### config.mk
export PLATFORM = sky130hd
export DESIGN_NAME = sopc_rst_run_ctrl
export DESIGN_NICKNAME = d
export VERILOG_FILES = /design/src/rtl/sopc_ctrl_pkg.sv /design/src/rtl/sopc_rst_sync.sv /design/src/rtl/sopc_rst_run_ctrl.sv
export SDC_FILE = /design/constraint.sdc
export NUM_CORES = 1
export LEC_CHECK = 0
export CAP_MARGIN = 5
export CORE_MARGIN = 3
export CORE_UTILIZATION = 35
export CTS_BUF_LIST = sky130_fd_sc_hd__clkbuf_4
export CTS_CLUSTER_DIAMETER = 80
export DETAILED_ROUTE_END_ITERATION = 7
export GPL_TIMING_DRIVEN = 1
export HOLD_SLACK_MARGIN = 0.05
export PLACE_DENSITY = 0.56
export SYNTH_ARGS = -nofsm -noshare
export SYNTH_HDL_FRONTEND = slang
export SYNTH_SLANG_ARGS = --single-unit
### constraint.sdc
create_clock -name clk -period 6.1 [get_ports clk]
set_input_delay 1.22 -clock clk [delete_from_list [all_inputs] [get_ports clk]]
set_output_delay 1.22 -clock clk [all_outputs]
set_load 0.005 [all_outputs]
### src/rtl/sopc_ctrl_pkg.sv
// sopc_ctrl_pkg: controller state encoding, reset cause codes and domain release helper.
package sopc_ctrl_pkg;

    typedef enum logic [1:0] {ST_RESET, ST_HOLD, ST_RUN, ST_HALT} state_t;

    localparam logic [1:0] CAUSE_POR  = 2'b00;
    localparam logic [1:0] CAUSE_SOFT = 2'b01;
    localparam logic [1:0] CAUSE_WDT  = 2'b10;

    function automatic int unsigned release_at(int unsigned hold_cyc, int unsigned stagger,
                                               int unsigned dom);
        return hold_cyc + dom * stagger;
    endfunction

endpackage

### src/rtl/sopc_rst_sync.sv
// sopc_rst_sync: 2-flop synchroniser for the board reset, asserts asynchronously and
// releases on the second clock edge after rst rises.
module sopc_rst_sync (
    input  logic clk,
    input  logic rst,
    output logic rst_sync
);

    logic [1:0] ff;

    always_ff @(posedge clk or negedge rst) begin
        if (!rst) ff <= '0;
        else      ff <= {ff[0], 1'b1};
    end

    assign rst_sync = ff[1];

endmodule

### src/rtl/sopc_rst_run_ctrl.sv
// sopc_rst_run_ctrl: staggered domain reset sequencer and run-limit controller.
// Define SOPC_WDT_EN to add the run-time watchdog (timeout WDT_CYC cycles).
module sopc_rst_run_ctrl
    import sopc_ctrl_pkg::*;
#(
    parameter int unsigned N_DOM     = 2,
    parameter int unsigned HOLD_CYC  = 10,
    parameter int unsigned STAGGER   = 2,
    parameter int unsigned RUN_LIMIT = 25,
    parameter int unsigned CNT_W     = 32,
    parameter int unsigned WDT_CYC   = 1024
) (
    input  logic             clk,
    input  logic             rst,
    input  logic             soft_rst_req,
    input  logic             resume,
    input  logic             wdt_kick,
    output logic [N_DOM-1:0] dom_rst,
    output logic             clk_en,
    output logic [CNT_W-1:0] run_cnt,
    output logic             halted,
    output logic [1:0]       rst_cause
);

    localparam int unsigned LAST  = release_at(HOLD_CYC, STAGGER, N_DOM - 1);
    localparam int unsigned SEQ_W = $clog2(LAST + 1);

    logic             rst_sync;
    logic             wdt_hit;
    state_t           state, state_nx, cur;
    logic [SEQ_W-1:0] seq_cnt, seq_nx;
    logic [CNT_W-1:0] run_nx;
    logic [1:0]       cause_nx;

    sopc_rst_sync u_sync (
        .clk      (clk),
        .rst      (rst),
        .rst_sync (rst_sync)
    );

`ifdef SOPC_WDT_EN
    localparam int unsigned WDT_W = $clog2(WDT_CYC + 1);

    logic [WDT_W-1:0] wdt_cnt, wdt_nx;

    assign wdt_hit = (cur == ST_RUN || cur == ST_HALT) && wdt_cnt == WDT_W'(WDT_CYC - 1);

    always_comb begin
        wdt_nx = (cur == ST_RUN) ? (wdt_kick ? '0 : wdt_cnt + 1'b1) : wdt_cnt;
        if (wdt_hit || (soft_rst_req && cur != ST_RESET)) wdt_nx = '0;
    end

    always_ff @(posedge clk or negedge rst) begin
        if (!rst) wdt_cnt <= '0;
        else      wdt_cnt <= wdt_nx;
    end
`else
    logic unused_wdt;

    assign unused_wdt = wdt_kick ^ (WDT_CYC == 0);
    assign wdt_hit    = 1'b0;
`endif

    // The first synchronised cycle already behaves as HOLD with seq_cnt = 0.
    always_comb begin
        cur      = (state == ST_RESET && rst_sync) ? ST_HOLD : state;
        state_nx = cur;
        seq_nx   = seq_cnt;
        run_nx   = run_cnt;
        cause_nx = rst_cause;
        if (cur != ST_RESET && (soft_rst_req || wdt_hit)) begin
            state_nx = ST_HOLD;
            seq_nx   = '0;
            run_nx   = '0;
            cause_nx = soft_rst_req ? CAUSE_SOFT : CAUSE_WDT;
        end else if (cur == ST_HOLD) begin
            if (seq_cnt == SEQ_W'(LAST)) state_nx = ST_RUN;
            else                         seq_nx   = seq_cnt + 1'b1;
        end else if (cur == ST_RUN) begin
            if (RUN_LIMIT != 0 && run_cnt == CNT_W'(RUN_LIMIT)) state_nx = ST_HALT;
            else if (run_cnt != '1)                             run_nx   = run_cnt + 1'b1;
        end else if (cur == ST_HALT && resume) begin
            state_nx = ST_RUN;
            run_nx   = '0;
        end
    end

    always_ff @(posedge clk or negedge rst) begin
        if (!rst) begin
            state     <= ST_RESET;
            seq_cnt   <= '0;
            run_cnt   <= '0;
            rst_cause <= CAUSE_POR;
        end else begin
            state     <= state_nx;
            seq_cnt   <= seq_nx;
            run_cnt   <= run_nx;
            rst_cause <= cause_nx;
        end
    end

    for (genvar d = 0; d < N_DOM; d++) begin : g_dom
        localparam logic [SEQ_W-1:0] THR = SEQ_W'(release_at(HOLD_CYC, STAGGER, d));
        assign dom_rst[d] = (cur == ST_RESET) || (cur == ST_HOLD && seq_cnt < THR);
    end

    assign clk_en = cur != ST_HALT;
    assign halted = cur == ST_HALT;

endmodule

==> results of run 1 <==
==> state kept, by name, summed over array words and instances, names as in the netlist <==
| name | flops |
|---|---|
| rst_cause | 2 |
| run_cnt | 32 |
| seq_cnt | 4 |
| state | 2 |
| u_sync.ff | 2 |
==> cell families (layout without fill, tap and decap cells) <==
logic type / after synthesis / count (layout) / share of synthesized area, %
flip-flops: 42 / 42 / 40.31
buffers and inverters: 28 / 63 / 5.230
multiplexers: 1 / 1 / 0.3839
other: 1 / 1 / 0.1438
adder cells (fa/ha/maj): 3 / 3 / 1.440
AO/OA/AOI/OAI: 76 / 76 / 22.51
AND/OR/NAND/NOR: 144 / 144 / 29.99
==> power groups by stage <==
stage               registers [mW]  logic (mW)  clock network (mW)
finish                       0.286      0.0254               0.143
detailed placement           0.291      0.0259                   0
CTS                          0.286      0.0261               0.149
global placement             0.291      0.0260                   0
global route                 0.287      0.0290               0.162
floorplan                    0.290      0.0126                   0
==> layout make-up <==
type | count | area [um2] | area share [%]
multi-input cells | 225 | 1431 | 45.85
flip-flops and latches | 42 | 1051 | 33.67
repair buffers | 43 | 420.4 | 13.47
well taps | 96 | 120.1 | 3.848
clock buffers | 6 | 45.04 | 1.443
inverters | 12 | 45.04 | 1.443
clock inverters | 2 | 8.758 | 0.2806
==> per-stage QoR <==
stage | cells | instance area (um2)
3_5_place_dp | 418 | 3068
6_report | 426 | 3122
3_3_place_gp | 418 | 3068
2_1_floorplan | 295 | 2608
4_1_cts | 426 | 3122
5_1_grt | 426 | 3122
==> final timing paths <==
path,slack [ps],startpoint,cells after the start,endpoint
max,3060,state[0],3,dom_rst[1]
min,360,u_sync.ff[0],0,u_sync.ff[1]
max reg2reg,3310,run_cnt[0],6,run_cnt[0]
min reg2reg,360,u_sync.ff[0],0,u_sync.ff[1]
max in group asynchronous,4510,rst,1,run_cnt[1]
min in group asynchronous,1010,rst,1,run_cnt[17]
==> synthesized netlist by cell type, drive strengths merged (4+ instances only) <==
| library cell | number |
|---|---|
| or2 | 5 |
| nor4 | 12 |
| o21ai | 9 |
| nand3 | 19 |
| o31ai | 6 |
| inv | 12 |
| o211ai | 16 |
| nand2 | 38 |
| or3 | 9 |
| or4 | 8 |
| clkbuf | 9 |
| and3 | 6 |
| buf | 7 |
| nor2 | 14 |
| and4 | 4 |
| dfrtp | 42 |
| nand4 | 11 |
| a21oi | 12 |
| nor3 | 11 |
| o311ai | 13 |
==> routing by layer <==
metal | vias up | part of all wire, % | global-route usage, %
met1 | 1199 | 49 | 25.08
met3 | 12 | 5.3 | 3.249
li1 | 1218 | - | -
met2 | 94 | 44 | 25.38
met5 | - | 0 | 0
met4 | 0 | 1.7 | 6.436
==> worst reg2reg max path, stage by stage (launching register included) <==
cell	delay, ps
dfrtp_1	450
ha_1	250
nand4_1	280
or3_4	460
o32ai_4	800
or2_2	350
mux2i_1	100
==> cells in the final DEF (no fill, tap or decap), types with 3 or more instances in the layout <==
master,count
a21oi_1,11
a31oi_1,3
and3_1,6
and4_1,4
clkbuf_4,6
clkdlybuf4s50_1,40
dfrtp_1,42
ha_1,3
inv_1,12
nand2_1,38
nand3_1,19
nand4_1,10
nor2_1,14
nor3_1,10
nor4_1,12
o211ai_1,16
o21ai_0,7
o311ai_0,12
o31ai_1,5
or2_2,5
or3_1,8
or4_1,8
==> flow_metrics.py, run 1 <==
metrics = {
    "outcome": {
        "status": "completed",
    },
    "clock_network": {
        "cts_num_sinks": 42,
        "cts_root_buffer": "clkbuf_4",
        "ctsHoldBuffers": 0,
        "clkTransAtPathRegs_ps": 130,
        "clk-insertion-delay-late_ps": 360,
        "cts_tree": "yes",
        "numCtsBuffers": 5,
        "htree_levels": 2,
        "clockBufferDepth": 2,
        "cts_resized": 0,
        "cts_setup_buffers": 0,
    },
    "power": {
        "power_density_mw_per_mm2": 145.4,
        "swShare_pct": 25.54,
        "power.share.clock_pct": 31.4,
        "sequentialPowerShare_pct": 63.0,
        "p_sw_mw": 0.1159,
        "total_power_mw": 0.4538,
        "p_int_mw": 0.3379,
        "combPwrFrac_pct": 5.6,
        "vdd_drop_max_uv": 70.96,
        "leakagePower_nw": 1.136,
    },
    "worst_setup_path": {
        "max_stage_delay_ps": 530,
        "start_kind": "register",
        "worstPathRequired_ps": 4880,
        "crit_family": "buffers and inverters",
        "end_kind": "output port",
        "crit_buf_inv": 1,
        "arrival_ps": 1820,
        "path_class": "reg2out",
        "cp_cell_sequence": "o21a_1, a21oi_1, clkdlybuf4s50_1",
        "cpMaxStageDelayCell": "clkdlybuf4s50_1",
        "crit_fanout": 10,
    },
    "final_layout": {
        "drive_gt1_share_pct": 7.273,
        "fin_nets": 337,
        "num-fill-cells": 704,
        "final_util_pct": 44.47,
        "syn_to_final_growth_pct": 19.72,
        "num_antenna_cells": 0,
    },
    "placed_design": {
        "gp_congestion": 0.8595,
        "pre_cts_ws_ps": 2742,
        "io_buffer_count": 41,
        "hpwlAfterDp_um": 4828,
    },
    "die": {
        "rows": 30,
        "start_util_pct": 37.15,
        "fp.coreArea_mm2": 0.007019,
        "die_x_um": 92.32,
        "ios": 43,
        "die_h_um": 92.32,
        "die_area_mm2": 0.008522,
    },
    "yosys": {
        "ys_warn_count": 0,
        "postSynthCellCount": 295,
        "seq_area_frac_synth_pct": 40.31,
        "synth_top_cell_by_area": "dfrtp_1",
        "ys_top_cells_by_area": "dfrtp_1 40%, nand2_1 5.5%, o211ai_1 4.6%",
        "synth_enable_flop_cells": 0,
        "yosys_most_used_dff": "dfrtp_1",
        "syn_area_per_cell_um2": 8.839,
        "synth_top_area_share_pct": 40.31,
        "synth_fp_nets": 303,
        "yosysUniqueCellTypes": 51,
        "synth_area_mm2": 0.002608,
        "synth_seq_cells": 42,
        "async_flop_share_pct": 100.0,
    },
    "timing": {
        "clock_skew_ps": 9.914,
        "tightest_slew_ps": 965.6,
        "fin_hold_ws_ps": 364.9,
        "fin_ws_ps": 3062,
        "slew_viol_final": 0,
        "max_freq_mhz": 329.2,
        "relSlewSlack_pct": 35.63,
        "hold_viol": 0,
        "rsz0062_at_grt": "false",
        "period_minus_slack_ps": 3038,
        "totalNegativeSetupSlack_ps": 0,
        "setup_viol": 0,
        "min_period_over_period_pct": 49.80,
    },
    "drt": {
        "first_pass_iters": 5,
        "vias": 2523,
        "drc": 0,
        "ant_nets": 0,
        "via_per_inst": 5.923,
        "routed_wirelength_um": 7150,
        "wl_per_cell_um": 16.78,
        "first_iter_violations": 181,
    },
    "global_route": {
        "grt_pass1_vias": 2354,
        "grt_usage_pct": 17.27,
        "overflow": 0,
        "grt_pass1_wl_um": 11960,
        "antenna_found_initial": 0,
        "grt_start_max_net_pins": 43,
    },
    "min_path": {
        "hold_class": "reg2reg",
    },
    "job": {
        "drv_cap": 0,
    },
}
Note: power is estimated with default switching activity, not from simulation.
==> run 2, diff against run 1 <==
PLACE_DENSITY = 0.58   (was 0.56)
clock period = 2.5 ns   (was 6.1 ns; I/O delays follow)
==> run 2 against run 1 <==
Clock skew fell by 2.2 ps; die area did not move; register-to-register slack got worse by 3000 ps; global-route usage rose by 0.25 points; hold slack worse by 300 ps; final area increased by 4.2%; final cell count is 3.8% higher; count of clock-buffer cells in the layout unchanged; first-iteration DRC count shrank 17%; critical path type unchanged; largest cell class unchanged; largest power group unchanged.
==> flow_metrics.py, run 2 (synthesis gave the netlist of run 1 again) <==
metrics = {
    "global_route": {
        "grt_usage_pct": 17.53,
        "top_usage_layer": "met2",
        "grt_pass1_vias": 2374,
        "grt_pass1_wl_um": 12120,
        "grtUsageMet2_pct": 26.22,
        "antenna_found_initial": 0,
        "grt_start_max_net_pins": 31,
        "grt_use_met3_pct": 2.762,
        "use_met1_pct": 25.94,
        "overflow": 0,
    },
    "die": {
        "start_util_pct": 37.15,
        "ios": 43,
        "die_area_mm2": 0.008522,
        "fp.coreArea_mm2": 0.007019,
        "rows": 30,
        "die_x_um": 92.32,
        "die_h_um": 92.32,
    },
    "worst_setup_path": {
        "worstPathRequired_ps": 2000,
        "r2r_cells": 7,
        "max_stage_delay_ps": 520,
        "crit_fanout": 10,
        "end_kind": "output port",
        "crit_buf_inv": 1,
        "worstSetupPathDepth": 3,
        "cpMaxStageDelayCell": "clkdlybuf4s50_1",
        "arrival_ps": 1810,
        "start_kind": "register",
        "crit_family": "buffers and inverters",
        "path_class": "reg2out",
        "cp_cell_sequence": "o21a_1, a21oi_1, clkdlybuf4s50_1",
    },
    "min_path": {
        "hold_class": "in2async",
    },
    "placed_design": {
        "dp_cells": 434,
        "gp_congestion": 0.9228,
        "hpwlAfterDp_um": 5177,
        "dpl_cell_area_mm2": 0.003201,
        "pre_cts_ws_ps": 243.2,
        "io_buffer_count": 41,
    },
    "final_layout": {
        "fin_nets": 353,
        "final_common_cell": "dfrtp_1",
        "most-common-layout-cells": "42 x dfrtp_1, 40 x clkdlybuf4s50_1, 38 x nand2_1",
        "num-fill-cells": 718,
        "multiInputGateArea_mm2": 0.001431,
        "num_antenna_cells": 0,
        "regArea_mm2": 0.001051,
        "largest_reg_flops": 32,
        "drive_gt1_share_pct": 11.56,
        "largest_register": "run_cnt",
        "fin_area_mm2": 0.003254,
        "final_util_pct": 46.36,
        "syn_to_final_growth_pct": 24.81,
        "top_regs": "run_cnt: 32 flops, seq_cnt: 4 flops",
        "instances_no_fill": 442,
    },
    "drt": {
        "ant_nets": 0,
        "first_iter_violations": 150,
        "vias": 2611,
        "drc": 0,
        "first_pass_iters": 5,
        "wl_per_cell_um": 16.53,
        "routed_wirelength_um": 7308,
        "via_per_inst": 5.907,
    },
    "timing": {
        "totalNegativeSetupSlack_ps": 0,
        "relSlewSlack_pct": 65.35,
        "period_minus_slack_ps": 2314,
        "tightest_slew_ps": 515.0,
        "setup_viol": 0,
        "max_freq_mhz": 432.2,
        "min_period_over_period_pct": 92.54,
        "fin_ws_ps": 186.4,
        "clock_skew_ps": 7.734,
        "slew_viol_final": 0,
        "hold_viol": 0,
        "rsz0062_at_grt": "false",
    },
    "clock_network": {
        "cts_resized": 0,
        "clockBufferDepth": 2,
        "cts_root_buffer": "clkbuf_4",
        "clkTransAtPathRegs_ps": 130,
        "htree_levels": 2,
        "numCtsBuffers": 5,
        "cts_setup_buffers": 0,
        "cts_tree": "yes",
        "ctsHoldBuffers": 0,
        "cts_num_sinks": 42,
        "clk-insertion-delay-late_ps": 370,
    },
    "power": {
        "power_density_mw_per_mm2": 342.8,
        "leakagePower_nw": 1.219,
        "vdd_drop_max_uv": 225.5,
    },
    "outcome": {
        "status": "completed",
    },
    "job": {
        "drv_cap": 0,
    },
}
-- run 2: changes by cell type in the layout (fill, tap and decap cells not counted), sizes merged --
cell and delta:
buf +16
-- run 2: stage by stage --
stage / hold slack [ps] / power [mW]
6_report: 64.64 / 1.115
5_1_grt: 86.24 / 1.162
4_1_cts: 75.47 / 1.131
3_5_place_dp: 334.7 / 0.7816
3_3_place_gp: 336.5 / 0.7814
2_1_floorplan: 204.4 / 0.7390
-- run 2: layer usage --
layer  vias up  part of all wire [%]
met2        80                    45
met1      1267                    49
met3        10                   4.9
met4         0                   1.3
met5         -                     0
li1       1254                     -
-- run 2: power by group --
part           internal [mW]  switching (mW)  total (mW)
logic                 0.0266          0.0426      0.0691
clock network          0.117           0.232       0.348
registers              0.687          0.0112       0.698
total                  0.830           0.285        1.12
-- run 2: worst paths after layout --
kind,from,endpoint,slack [ps]
max in group asynchronous,rst,run_cnt[26],1750
max,state[0],dom_rst[1],190
min reg2reg,u_sync.ff[0],u_sync.ff[1],360
min in group clk,u_sync.ff[0],u_sync.ff[1],360
max reg2reg,run_cnt[0],run_cnt[5],350
min,rst,run_cnt[7],60
-- run 2: final cells by class --
class                   count  share of cell area, %
repair buffers             59                  16.99
multi-input cells         225                  43.98
well taps                  96                  3.691
clock buffers               6                  1.384
inverters                  12                  1.384
flip-flops and latches     42                  32.30
clock inverters             2                 0.2691
==> run 3, diff against run 2 <==
ABC_CLOCK_PERIOD_IN_PS = 2500   (was not set)
==> results of run 3 <==
Final layout, timing and power as in run 2 (identical DEF).
==> patch, RTL diff (settings of run 2) <==
Build with the macro `SOPC_WDT_EN` defined.
--- a/src/rtl/sopc_rst_run_ctrl.sv
+++ b/src/rtl/sopc_rst_run_ctrl.sv
@@ -1,5 +1,7 @@
 // sopc_rst_run_ctrl: staggered domain reset sequencer and run-limit controller.
 // Define SOPC_WDT_EN to add the run-time watchdog (timeout WDT_CYC cycles).
+`define SOPC_WDT_EN
+
 module sopc_rst_run_ctrl
     import sopc_ctrl_pkg::*;
 #(
Behaviour: same outputs for any inputs over 10 cycles, from zero or initial values and one cycle with rst low; that may be too few to reach the edited logic, so the function may still have changed.
==> patch against run 2 <==
Cell area grew 25%; setup slack lost 0.050 ns; wire length grew 38%; sequential cell count grew 11; combinational power grew 5.1%; total power grew 19%; register-to-register slack lost 0.21 ns; non-clock buffer count grew 29; synthesized area grew 22%; synthesized cell count grew 23%; sequential share of layout area grew 0.35 points.
==> patch: results (changes against run 2) <==
status - completed
Worst Hold Class - in -> async
XOR/XNOR share of the synthesized area - 2.75% (+2.8 points)
number of synthesized flops with an enable pin - 0 (unchanged)
Slew @ Worst Pin - 0.726 ns (+0.211 ns)
delay-heaviest family, CP - simple AND/OR/NAND/NOR gates
final wirelength - 10100 microns (+38%)
Yosys cell types - 54 (+5.9%)
most instantiated cells after synthesis - dfrtp_1, nand2_1, o21ai_0, nand3_1, nor2_1
Inserted Clock Buffers - 5 (unchanged)
first-pass GRT wire length - 16500 microns (+36%)
maximum number of pins on one net before global-route repair - 54 (+74%)
largest family of logic cells by synthesized area - simple AND/OR/NAND/NOR gates
layout cells sized above 1 - 15.4% (+3.8 points)
Port Buffer Count - 42 (+2.4%)
Layout fillers - 868 (+21%)
Compound-Gate Fraction of Synth Area - 20.8% (-1.7 points)
vias in the first global route - 3105 (+31%)
Reg clk slew, reported paths - 0.16 ns (+0.03 ns)
mux share of post-synthesis cell area - 0.315% (-0.069 points)
drt first pass iters - 6 (+1)
adder-cell share of the synthesized area - 1.57% (+0.13 points)
Max-Cap Viols - 0 (unchanged)
via count - 3196 (+22%)
CTS root buf - clkbuf_4
number of antenna repair diodes - 0 (unchanged)
Starting DRT DRC Count - 217 (+45%)
Worst path max stage delay - 0.47 ns (-0.05 ns)
YS warnings - 0 (unchanged)
Layout Nets - 445 (+26%)
Clock Tree Buf Depth - 2 (unchanged)
hpwl dp - 7150 microns (+38%)
Antenna Nets Post-Route - 0 (unchanged)
WP data arrival - 2.64 ns (+0.83 ns)
peak supply drop - 0.000169 V (-25%)
gr usage total - 20.1% (+2.6 points)
main area contributors after synthesis - dfrtp_1, nand2_1, o21ai_0
dpl cell area - 4000 sq um (+25%)
main flop type after synthesis - dfrtp_1
slowest stage cell, crit path - or3_1
Async S/R FF share, synth - 100% (unchanged)
synthesized net count - 372 (+23%)
initial antenna violation count - 0 (unchanged)
top flop regs - run_cnt x32, wdt_cnt x11, seq_cnt x4
skew final - 0.00939 ns (+0.00165 ns)
H-tree depth - 2 (unchanged)
GP Congestion - 0.911 (-1.3%)
worst skew pair latency - 0.37 ns (about the same)
critical path fanouts, max - 9 (-1)
Leak Pwr - 1.53 nW (+25%)
sequential cell area fraction in the yosys report - 41.7% (+1.4 points)
## patch: cell count changes after synthesis, moves of 6 or more
cell,run 2,this run
o211ai_1,16,7
xor2_1,0,6
a31oi_1,3,10
o311ai_0,12,1
o22ai_1,1,9
nor2_1,14,21
o21ai_0,7,25
dfrtp_1,42,53
## patch: cell families (layout without fill, tap and decap cells)
kind of cell	count (synthesis)	in the layout
AO/OA/AOI/OAI	95	95
XOR/XNOR	10	10
adder cells (fa/ha/maj)	4	4
buffers and inverters	31	104
flip-flops	53	53
multiplexers	1	1
other	1	1
AND/OR/NAND/NOR	168	168
## patch: worst register-to-register path: cells and delay by family, from the launching register on
family                   cells  cell delay, ns
AO/OA/AOI/OAI                2            0.50
adder cells (fa/ha/maj)      1            0.20
flip-flops                   1            0.42
AND/OR/NAND/NOR              3            0.82
buffers and inverters        2            0.33
## patch: metrics by stage
step | worst slack, ns | cells
finish | 0.136 | 544
global route | 0.0259 | 544
CTS | 0.0668 | 543
detailed placement | 0.0926 | 536
global placement | 0.128 | 536
floorplan | 0.128 | 363
## patch: layout make-up
class	count	area, sq um	area share (%)
Timing Repair Buffer	88	773	19.0
Clock inverter	2	11.3	0.277
Clock buffer	5	37.5	0.924
Multi-Input combinational cell	279	1750	43.0
Sequential cell	53	1330	32.6
Inverter	9	33.8	0.832
Tap cell	108	135	3.33
## patch: worst paths after layout
check	from	endpoint	slack, ns	cells after the start
min reg2reg	u_sync.ff[0]	u_sync.ff[1]	0.37	0
max in group asynchronous	rst	run_cnt[23]	1.78	2
min in group clk	u_sync.ff[0]	u_sync.ff[1]	0.37	0
max	run_cnt[0]	run_cnt[24]	0.14	8
min	rst	u_sync.ff[1]	0.24	2
max reg2reg	run_cnt[0]	run_cnt[24]	0.14	8
## patch: timing repair
| item | 4_1_cts | 5_1_grt |
|---|---|---|
| endpoints found under the hold margin | 0 | 0 |
| gates resized for setup | 0 | 2 |
| endpoints found under the setup margin | 0 | 24 |
| setup buffers | 0 | 1 |
## patch: per-layer routing
layer	track usage, %	routed length, microns	vias up
met4	4.19	181	0
met1	29.3	4700	1546
met2	31.8	4610	112
met3	3.10	566	15
met5	0	0	-
li1	-	-	1523
## patch: report_power, final
group          switching, mW  internal (mW)
clock network          0.282          0.102
registers            0.00684          0.863
logic                 0.0490         0.0236
